==> src/rtl/seg_scan_mux.sv <==
// Multiplexed hex display scanner: frame-synchronous value buffering, dead time,
// leading-zero blanking, one-hot anode drive for a downstream 7-segment encoder.

module seg_scan_lane #(
  parameter bit BLANKABLE = 1'b1
) (
  input  logic [3:0] nib,
  input  logic       dp_bit,
  input  logic       upper_zero,
  input  logic       sel,
  input  logic       show,
  input  logic       lz,
  output logic       an,
  output logic       lit,
  output logic       dpo
);
  logic blank;

  // A blanked digit keeps its anode so every digit sees the same duty cycle.
  assign blank = BLANKABLE && lz && upper_zero && (nib == 4'd0);
  assign an    = sel && show;
  assign lit   = an && !blank;
  assign dpo   = lit && dp_bit;
endmodule

module seg_scan_mux #(
  parameter int NUM_DIGITS   = 4,
  parameter int REFRESH_DIV  = 100000,
  parameter int BLANK_CYCLES = 1000,
  parameter int ACTIVE_LOW   = 1
) (
  input  logic                    clk,
  input  logic                    rst_n,
  input  logic [4*NUM_DIGITS-1:0] value_in,
  input  logic                    load,
  input  logic [NUM_DIGITS-1:0]   dp_in,
  input  logic                    lz_blank,
  input  logic                    display_on,
  output logic [3:0]              bcd,
  output logic                    enable,
  output logic [NUM_DIGITS-1:0]   anode,
  output logic                    dp,
  output logic                    frame_tick
);
  localparam int DW = $clog2(REFRESH_DIV);
  localparam int IW = (NUM_DIGITS > 1) ? $clog2(NUM_DIGITS) : 1;
  localparam logic [DW-1:0] DIV_LAST = DW'(REFRESH_DIV - 1);
  localparam logic [IW-1:0] IDX_LAST = IW'(NUM_DIGITS - 1);

  logic [DW-1:0]                  div_cnt;
  logic [IW-1:0]                  digit_idx;
  logic [NUM_DIGITS-1:0][3:0]     act_val, pend_val;
  logic [NUM_DIGITS-1:0]          act_dp, pend_dp;
  logic                           pend_flag;
  logic                           lz_r, on_r;
  logic                           slot_end, dead, show;
  logic [4*NUM_DIGITS-1:0]        act_flat;
  logic [NUM_DIGITS-1:0]          zabove, sel, an_h, lit_h, dpo_h;

  assign slot_end   = (div_cnt == DIV_LAST);
  assign frame_tick = slot_end && (digit_idx == IDX_LAST);

  always_ff @(posedge clk or negedge rst_n) begin
    if (!rst_n) begin
      div_cnt   <= '0;
      digit_idx <= '0;
    end else if (slot_end) begin
      div_cnt   <= '0;
      digit_idx <= (digit_idx == IDX_LAST) ? '0 : digit_idx + 1'b1;
    end else begin
      div_cnt   <= div_cnt + 1'b1;
    end
  end

  // Active value only changes at frame boundaries; a load on the boundary itself
  // bypasses the pending register so the newest value wins.
  always_ff @(posedge clk or negedge rst_n) begin
    if (!rst_n) begin
      act_val   <= '0;
      act_dp    <= '0;
      pend_val  <= '0;
      pend_dp   <= '0;
      pend_flag <= 1'b0;
    end else if (frame_tick) begin
      pend_flag <= 1'b0;
      if (load) begin
        act_val <= value_in;
        act_dp  <= dp_in;
      end else if (pend_flag) begin
        act_val <= pend_val;
        act_dp  <= pend_dp;
      end
    end else if (load) begin
      pend_val  <= value_in;
      pend_dp   <= dp_in;
      pend_flag <= 1'b1;
    end
  end

  always_ff @(posedge clk or negedge rst_n) begin
    if (!rst_n) begin
      lz_r <= 1'b0;
      on_r <= 1'b0;
    end else begin
      lz_r <= lz_blank;
      on_r <= display_on;
    end
  end

  assign dead     = (BLANK_CYCLES > 0) && (div_cnt < DW'(BLANK_CYCLES));
  assign show     = on_r && !dead;
  assign act_flat = act_val;

  genvar i;
  generate
    for (i = 0; i < NUM_DIGITS; i++) begin : g_lane
      if (i == NUM_DIGITS - 1) begin : g_top
        assign zabove[i] = 1'b1;
      end else begin : g_low
        assign zabove[i] = (act_flat[4*NUM_DIGITS-1:4*(i+1)] == '0);
      end
      assign sel[i] = (digit_idx == IW'(i));

      seg_scan_lane #(.BLANKABLE(i > 0)) u_lane (
        .nib        (act_val[i]),
        .dp_bit     (act_dp[i]),
        .upper_zero (zabove[i]),
        .sel        (sel[i]),
        .show       (show),
        .lz         (lz_r),
        .an         (an_h[i]),
        .lit        (lit_h[i]),
        .dpo        (dpo_h[i])
      );
    end
  endgenerate

  assign bcd    = act_val[digit_idx];
  assign enable = |lit_h;
  assign anode  = (ACTIVE_LOW != 0) ? ~an_h : an_h;
  assign dp     = (ACTIVE_LOW != 0) ? ~(|dpo_h) : (|dpo_h);
endmodule
==> config.mk <==
export PLATFORM = sky130hd
export DESIGN_NAME = seg_scan_mux
export DESIGN_NICKNAME = d
export VERILOG_FILES = /design/src/rtl/seg_scan_mux.sv
export SDC_FILE = /design/constraint.sdc
export NUM_CORES = 1
export LEC_CHECK = 0
export CAP_MARGIN = 5
export CORE_MARGIN = 2
export CORE_UTILIZATION = 53
export DETAILED_ROUTE_END_ITERATION = 16
export MAX_ROUTING_LAYER = met4
export PLACE_DENSITY = 0.79
export RECOVER_POWER = 25
export SYNTH_ARGS = -nofsm -noshare
export SYNTH_HDL_FRONTEND = slang
export SYNTH_SLANG_ARGS = --single-unit
==> constraint.sdc <==
create_clock -name clk -period 3.8 [get_ports clk]
set_input_delay 0.38 -clock clk [delete_from_list [all_inputs] [get_ports clk]]
set_output_delay 0.38 -clock clk [all_outputs]
set_load 0.03 [all_outputs]
==> impl_metrics.json, run 1 <==
{
  "status": "finished with violations",
  "violations": "max-capacitance violations, max-slew violations",
  "cts.sinks": 62,
  "worstSetupPathType": "flop to output port",
  "cts_setup_buffers": 0,
  "synth_top_area_cell": "dfrtp_1",
  "wl_met1_um": 3190,
  "power_frac_comb": 0.085,
  "dr.first_iter.drc_count": 179,
  "yosys-top-cells-count": "62 x dfrtp_1, 43 x nor2_1, 20 x mux2_4",
  "area_delta_synth_final_pct": 18.3,
  "p_per_area_nw_per_um2": 376,
  "switching_power_mw": 0.323,
  "cp_slowest_cell": "clkdlybuf4s50_1",
  "die_w_um": 81.5,
  "drv_slew": 32,
  "grt_max_degree": 39,
  "pre_cts_ws_ns": 1.03,
  "power_leakage_nw": 1.64,
  "die_area_um2": 6650,
  "finalCritPeriodShare": 0.827,
  "p_total_mw": 1.42,
  "internal_power_mw": 1.10,
  "arrival_ns": 2.76,
  "drtAntennaViolNets": 0,
  "min_period_ns": 3.14,
  "wl_met3_um": 293,
  "fp-row-count": 28,
  "cp.required_ns": 3.42,
  "yosys_warnings": 0,
  "dp_cells": 392,
  "grt_first_pass_wirelength_um": 11200,
  "synth_most_common_cell": "dfrtp_1",
  "swShare": 0.228,
  "met2_length_um": 3230,
  "yosysSeqAreaShare": 0.487,
  "tightest_slew_ns": 1.63,
  "cts_resized": 0,
  "coreArea_um2": 5850,
  "hold_class": "input pin to async pin",
  "clock_path_buffers": 2,
  "grt_usage": 0.232,
  "p_seq_frac": 0.503,
  "maxSlewHeadroom": -0.0896,
  "grt_pass1_vias": 2281,
  "worst_path_largest_cell_delay_ns": 0.67,
  "syn-instance-count": 295,
  "clkPwrFrac": 0.412,
  "nets": 358,
  "syn_area_per_cell_um2": 10.8,
  "r2r-end": "act_dp[1]",
  "worstSkewPairLatency_ns": 0.34,
  "top_layer_used": "met4",
  "synth.net_count": 325,
  "clk_pin_slew_ns": 0.06,
  "reg2reg_from": "div_cnt[5]",
  "start_util": 0.545,
  "rr_worst_depth": 5,
  "r2r_setup_slack_ns": 0.98,
  "vias": 2416,
  "cp_max_fo": 6,
  "layout-drive-gt1-share": 0.142,
  "max_clock_freq_mhz": 318,
  "antenna_found_initial": 0,
  "cts_tree": "done",
  "cp-start-kind": "flop",
  "ir_drop_mv": 0.235,
  "via_per_inst": 5.94,
  "drcViolationCount": 0,
  "layout.cells.non_filler": 407,
  "rsz0062_at_grt": "no",
  "critPathCaptureType": "output port",
  "wl_um": 6850,
  "setup_viol": 0,
  "wl_per_cell_um": 16.8,
  "drv_cap": 1,
  "ys.flop_type": "dfrtp_1",
  "synth_edf_count": 0,
  "hpwlAfterDp_um": 4640,
  "synth_area_leaders": "dfrtp_1 49%, mux2_4 9.4%, nor2_1 5.1%",
  "die-height_um": 81.5,
  "syn-cell-area_um2": 3190,
  "dr.pass1.iters": 4,
  "cts_hold_buf": 0,
  "htreeDepth": 3,
  "async_flop_share": 1.00,
  "finalClockSkew_ns": 0.00667,
  "place.gp.congestion": 0.863,
  "hold_viol_final": 0,
  "tns_ns": 0,
  "root_buffer": "clkbuf_8",
  "fill_cells": 453,
  "antenna_cells": 0,
  "synth_seq_cells": 62,
  "numCtsBuffers": 9,
  "io_buffers": 35,
  "path_cells": "or4_4, or4_1, o21a_1, nand2_1, clkdlybuf4s50_1",
  "yosysTopAreaCellShare": 0.487,
  "ys_types": 41,
  "grt-ovfl-total": 0,
  "io_pins": 36,
  "fin_ws_ns": 0.659
}
-- sequential cells by signal, summed over array words and instances (netlist names) --
signal,flops
pend_val,16
digit_idx,2
pend_flag,1
div_cnt,17
act_flat,16
act_dp,4
lz_r,1
pend_dp,4
on_r,1
-- worst max path at each step --
stage	from	to	slack, ns	cells past startpoint
final	div_cnt[14]	anode[0]	0.66	5
after floorplan	div_cnt[14]	pend_dp[0]	1.42	6
after detailed placement	div_cnt[14]	anode[2]	1.03	5
after global routing	div_cnt[14]	anode[2]	0.58	5
after global placement	div_cnt[14]	anode[3]	1.06	5
after CTS	div_cnt[14]	anode[2]	0.65	5
-- cell type report --
cell class              count  area, µm²  share of cell area
clock buffers              12        155              0.0412
clock inverters             3       43.8              0.0116
inverters                   4       15.0             0.00398
multi-input cells         212       1540               0.407
flip-flops and latches     62       1550               0.412
well taps                  75       93.8              0.0249
repair buffers             39        374              0.0993
-- through the flow --
stage	hold slack, ns	area, µm²	utilization
final	0.450	3770	0.644
after global routing	0.493	3770	0.644
after CTS	0.0944	3770	0.644
after detailed placement	0.460	3570	0.610
after global placement	0.451	3570	0.610
after floorplan	0.0844	3190	-
-- worst max-delay path, delay by kind of cell, from the launching register on --
| kind | cells | cell delay, ns |
|---|---|---|
| compound gates | 1 | 0.26 |
| buf+inv | 1 | 0.67 |
| flops | 1 | 0.41 |
| simple gates | 3 | 1.09 |
-- kinds of logic (layout without fill, tap and decap cells) --
logic type,Yosys count,after routing,synth area share
AOI/OAI and AO/OA,40,40,0.0879
xor gates and xnor gates,14,14,0.0385
adders and majority gates,5,5,0.0196
buffers and inverters,21,58,0.0322
DFF,62,62,0.487
muxes,24,24,0.122
and+or+nand+nor,129,129,0.212
-- power by group through the flow --
stage          clock network [mW]  registers (mW)  logic [mW]
3_5_place_dp                    0           0.724       0.123
3_3_place_gp                    0           0.724       0.120
4_1_cts                     0.589           0.712       0.123
2_1_floorplan                   0           0.717      0.0690
6_report                    0.584           0.713       0.121
5_1_grt                     0.617           0.716       0.131
-- cell usage in the layout (no fill, tap or decap), types with 3 or more instances in the layout --
cell type,count
dfrtp_1,62
nor2_1,43
clkdlybuf4s50_1,32
mux2_4,20
nand2_1,19
or3_1,14
o31ai_1,13
nor3_1,13
clkbuf_8,11
xor2_1,8
nand3_1,7
a22oi_1,7
nor3b_1,7
a31oi_1,7
o21ai_0,6
xnor2_1,6
nand4_1,5
ha_1,5
inv_1,4
mux4_2,4
buf_4,4
and3_1,3
nor2b_1,3
nor4_1,3
-- layer usage --
| metal | up-vias | track usage |
|---|---|---|
| met5 | - | - |
| met4 | 0 | 0.102 |
| met3 | 13 | 0.0440 |
| met2 | 76 | 0.336 |
| met1 | 1199 | 0.319 |
| li1 | 1128 | - |
Power figures use the tool's default switching activity.
==> inputs of run 2 (changes only) <==
Clock period 3.8 ns to 3.1 ns, I/O delays scaled along.
==> run 2 against run 1 <==
  * Largest power group unchanged
  * Clock skew about the same
  * Final cell count up 0.74%
  * Critical endpoint is now frame_tick
  * Critical path type unchanged
  * Power up 13%
  * Cell area down 0.27%
  * Sequential share of layout area up 0.11 points
  * Worst hold slack better by 0.020 ns
  * The run now ends clean
  * Flip-flop and latch count unchanged
  * Clock power about the same
  * Routed wire length up 1.5%
  * Largest cell class unchanged
  * Global-route usage up 1.4 points
  * Sequential power up 23%
==> impl_metrics.json, run 2 (synthesized netlist as in run 1, its figures left out) <==
{
  "clock_path_buffers": 2,
  "reg2reg_from": "div_cnt[14]",
  "die_w_um": 81.5,
  "drcViolationCount": 0,
  "cts.sinks": 62,
  "worstSetupPathType": "flop to output port",
  "rr_worst_depth": 6,
  "most-common-layout-cells": "62 x dfrtp_1, 43 x nor2_1, 26 x clkdlybuf4s50_1",
  "cp.required_ns": 2.79,
  "power_leakage_nw": 1.64,
  "cts_tree": "done",
  "clk_pin_slew_ns": 0.07,
  "tns_ns": 0,
  "maxSlewHeadroom": 0.253,
  "vias": 2444,
  "finalClockSkew_ns": 0.00672,
  "utilization": 0.642,
  "dr.first_iter.drc_count": 177,
  "via_per_inst": 5.96,
  "grt-ovfl-total": 0,
  "p_seq_frac": 0.544,
  "layout-drive-gt1-share": 0.146,
  "rsz0062_at_grt": "no",
  "setup_viol": 0,
  "clkPwrFrac": 0.363,
  "arrival_ns": 2.53,
  "critPathCaptureType": "output port",
  "seqCellArea_um2": 1550,
  "internal_power_mw": 1.21,
  "drtAntennaViolNets": 0,
  "finalCritPeriodShare": 0.916,
  "grt_usage": 0.246,
  "r2r-end": "act_flat[10]",
  "max_clock_freq_mhz": 352,
  "htreeDepth": 3,
  "fp-row-count": 28,
  "p_total_mw": 1.61,
  "nets": 361,
  "fill_cells": 445,
  "multi_input_area_um2": 1540,
  "coreArea_um2": 5850,
  "io_pins": 36,
  "hold_class": "flop to flop",
  "grt_pass1_vias": 2436,
  "hold_viol_final": 0,
  "worstSkewPairLatency_ns": 0.35,
  "wl_um": 6950,
  "cp_max_fo": 3,
  "area_delta_synth_final_pct": 17.9,
  "start_util": 0.545,
  "hold_end": "div_cnt[0]",
  "p_per_area_nw_per_um2": 428,
  "wl_per_cell_um": 17.0,
  "swShare": 0.247,
  "power_frac_comb": 0.092,
  "min_from": "div_cnt[0]",
  "crit_start": "div_cnt[14]",
  "hpwlAfterDp_um": 4820,
  "whs_path_depth": 1,
  "drv_slew": 0,
  "r2r_setup_slack_ns": 0.71,
  "root_buffer": "clkbuf_8",
  "antenna_cells": 0,
  "grt_first_pass_wirelength_um": 11900,
  "die_area_um2": 6650,
  "min_period_ns": 2.84,
  "antenna_found_initial": 0,
  "ir_drop_mv": 0.268,
  "place.gp.congestion": 0.873,
  "grt_max_degree": 47,
  "switching_power_mw": 0.397,
  "status": "finished clean",
  "numCtsBuffers": 9,
  "io_buffers": 35,
  "largest_reg_flops": 17,
  "tightest_slew_ns": 1.12,
  "drv_cap": 0,
  "die-height_um": 81.5,
  "dr.pass1.iters": 4,
  "cp-start-kind": "flop",
  "final_common_cell": "dfrtp_1",
  "largest-register": "div_cnt"
}
## run 2: cell types whose count changed in the layout (fill, tap and decap cells not counted), moves of 2 or more
cell,change
clkdlybuf4s50_1,-6
dlymetal6s2s_1,+5
clkinv_2,+3
clkbuf_8,-2
## run 2: layer usage
metal	wire length, µm	vias to the layer above	global-route usage
met5	0	-	-
met1	3150	1245	0.322
met4	150	0	0.114
li1	-	1135	-
met3	280	14	0.0505
met2	3370	50	0.370
## run 2: worst max-delay path by stage
stage / endpoint / slack [ns]
floorplan: pend_dp[0] / 0.72
global placement: anode[3] / 0.43
detailed placement: anode[1] / 0.37
CTS: anode[2] / 0.03
global route: anode[1] / 0.17
finish: frame_tick / 0.26
## run 2: worst max-delay path, stage by stage (launching register included)
cell and delay [ns]:
dfrtp_1 0.41, or4_4 0.58, nor4_4 0.30, and2_1 0.21
clkdlybuf4s50_1 0.68
## run 2: per-stage QoR
stage	instance area, µm²	hold WS, ns	setup WS [ns]	std cells
finish	3760	0.470	0.259	410
global route	3760	0.482	0.175	410
CTS	3750	0.402	0.0308	410
detailed placement	3590	0.253	0.367	394
global placement	3590	0.254	0.431	394
floorplan	3190	0.0144	0.716	295
## run 2: power groups by stage
stage / clock, mW / combinational [mW] / sequential (mW)
floorplan: 0 / 0.0845 / 0.879
global placement: 0 / 0.147 / 0.888
detailed placement: 0 / 0.150 / 0.890
CTS: 0.590 / 0.152 / 0.875
global route: 0.629 / 0.162 / 0.880
finish: 0.584 / 0.149 / 0.876
## run 2: final cells by class
type	instances	area share
Clock inverter	5	0.00732
Clock buffer	10	0.0340
Multi-Input combinational cell	212	0.408
Timing Repair Buffer	42	0.109
Sequential cell	62	0.413
Inverter	4	0.00399
Tap cell	75	0.0250
## run 2: repair_timing
item	CTS	global route
setup endpoints to repair	1	5
setup buffers	0	0
gates resized for setup	1	5
endpoints found under the hold margin	16	0
hold buffers	1	0
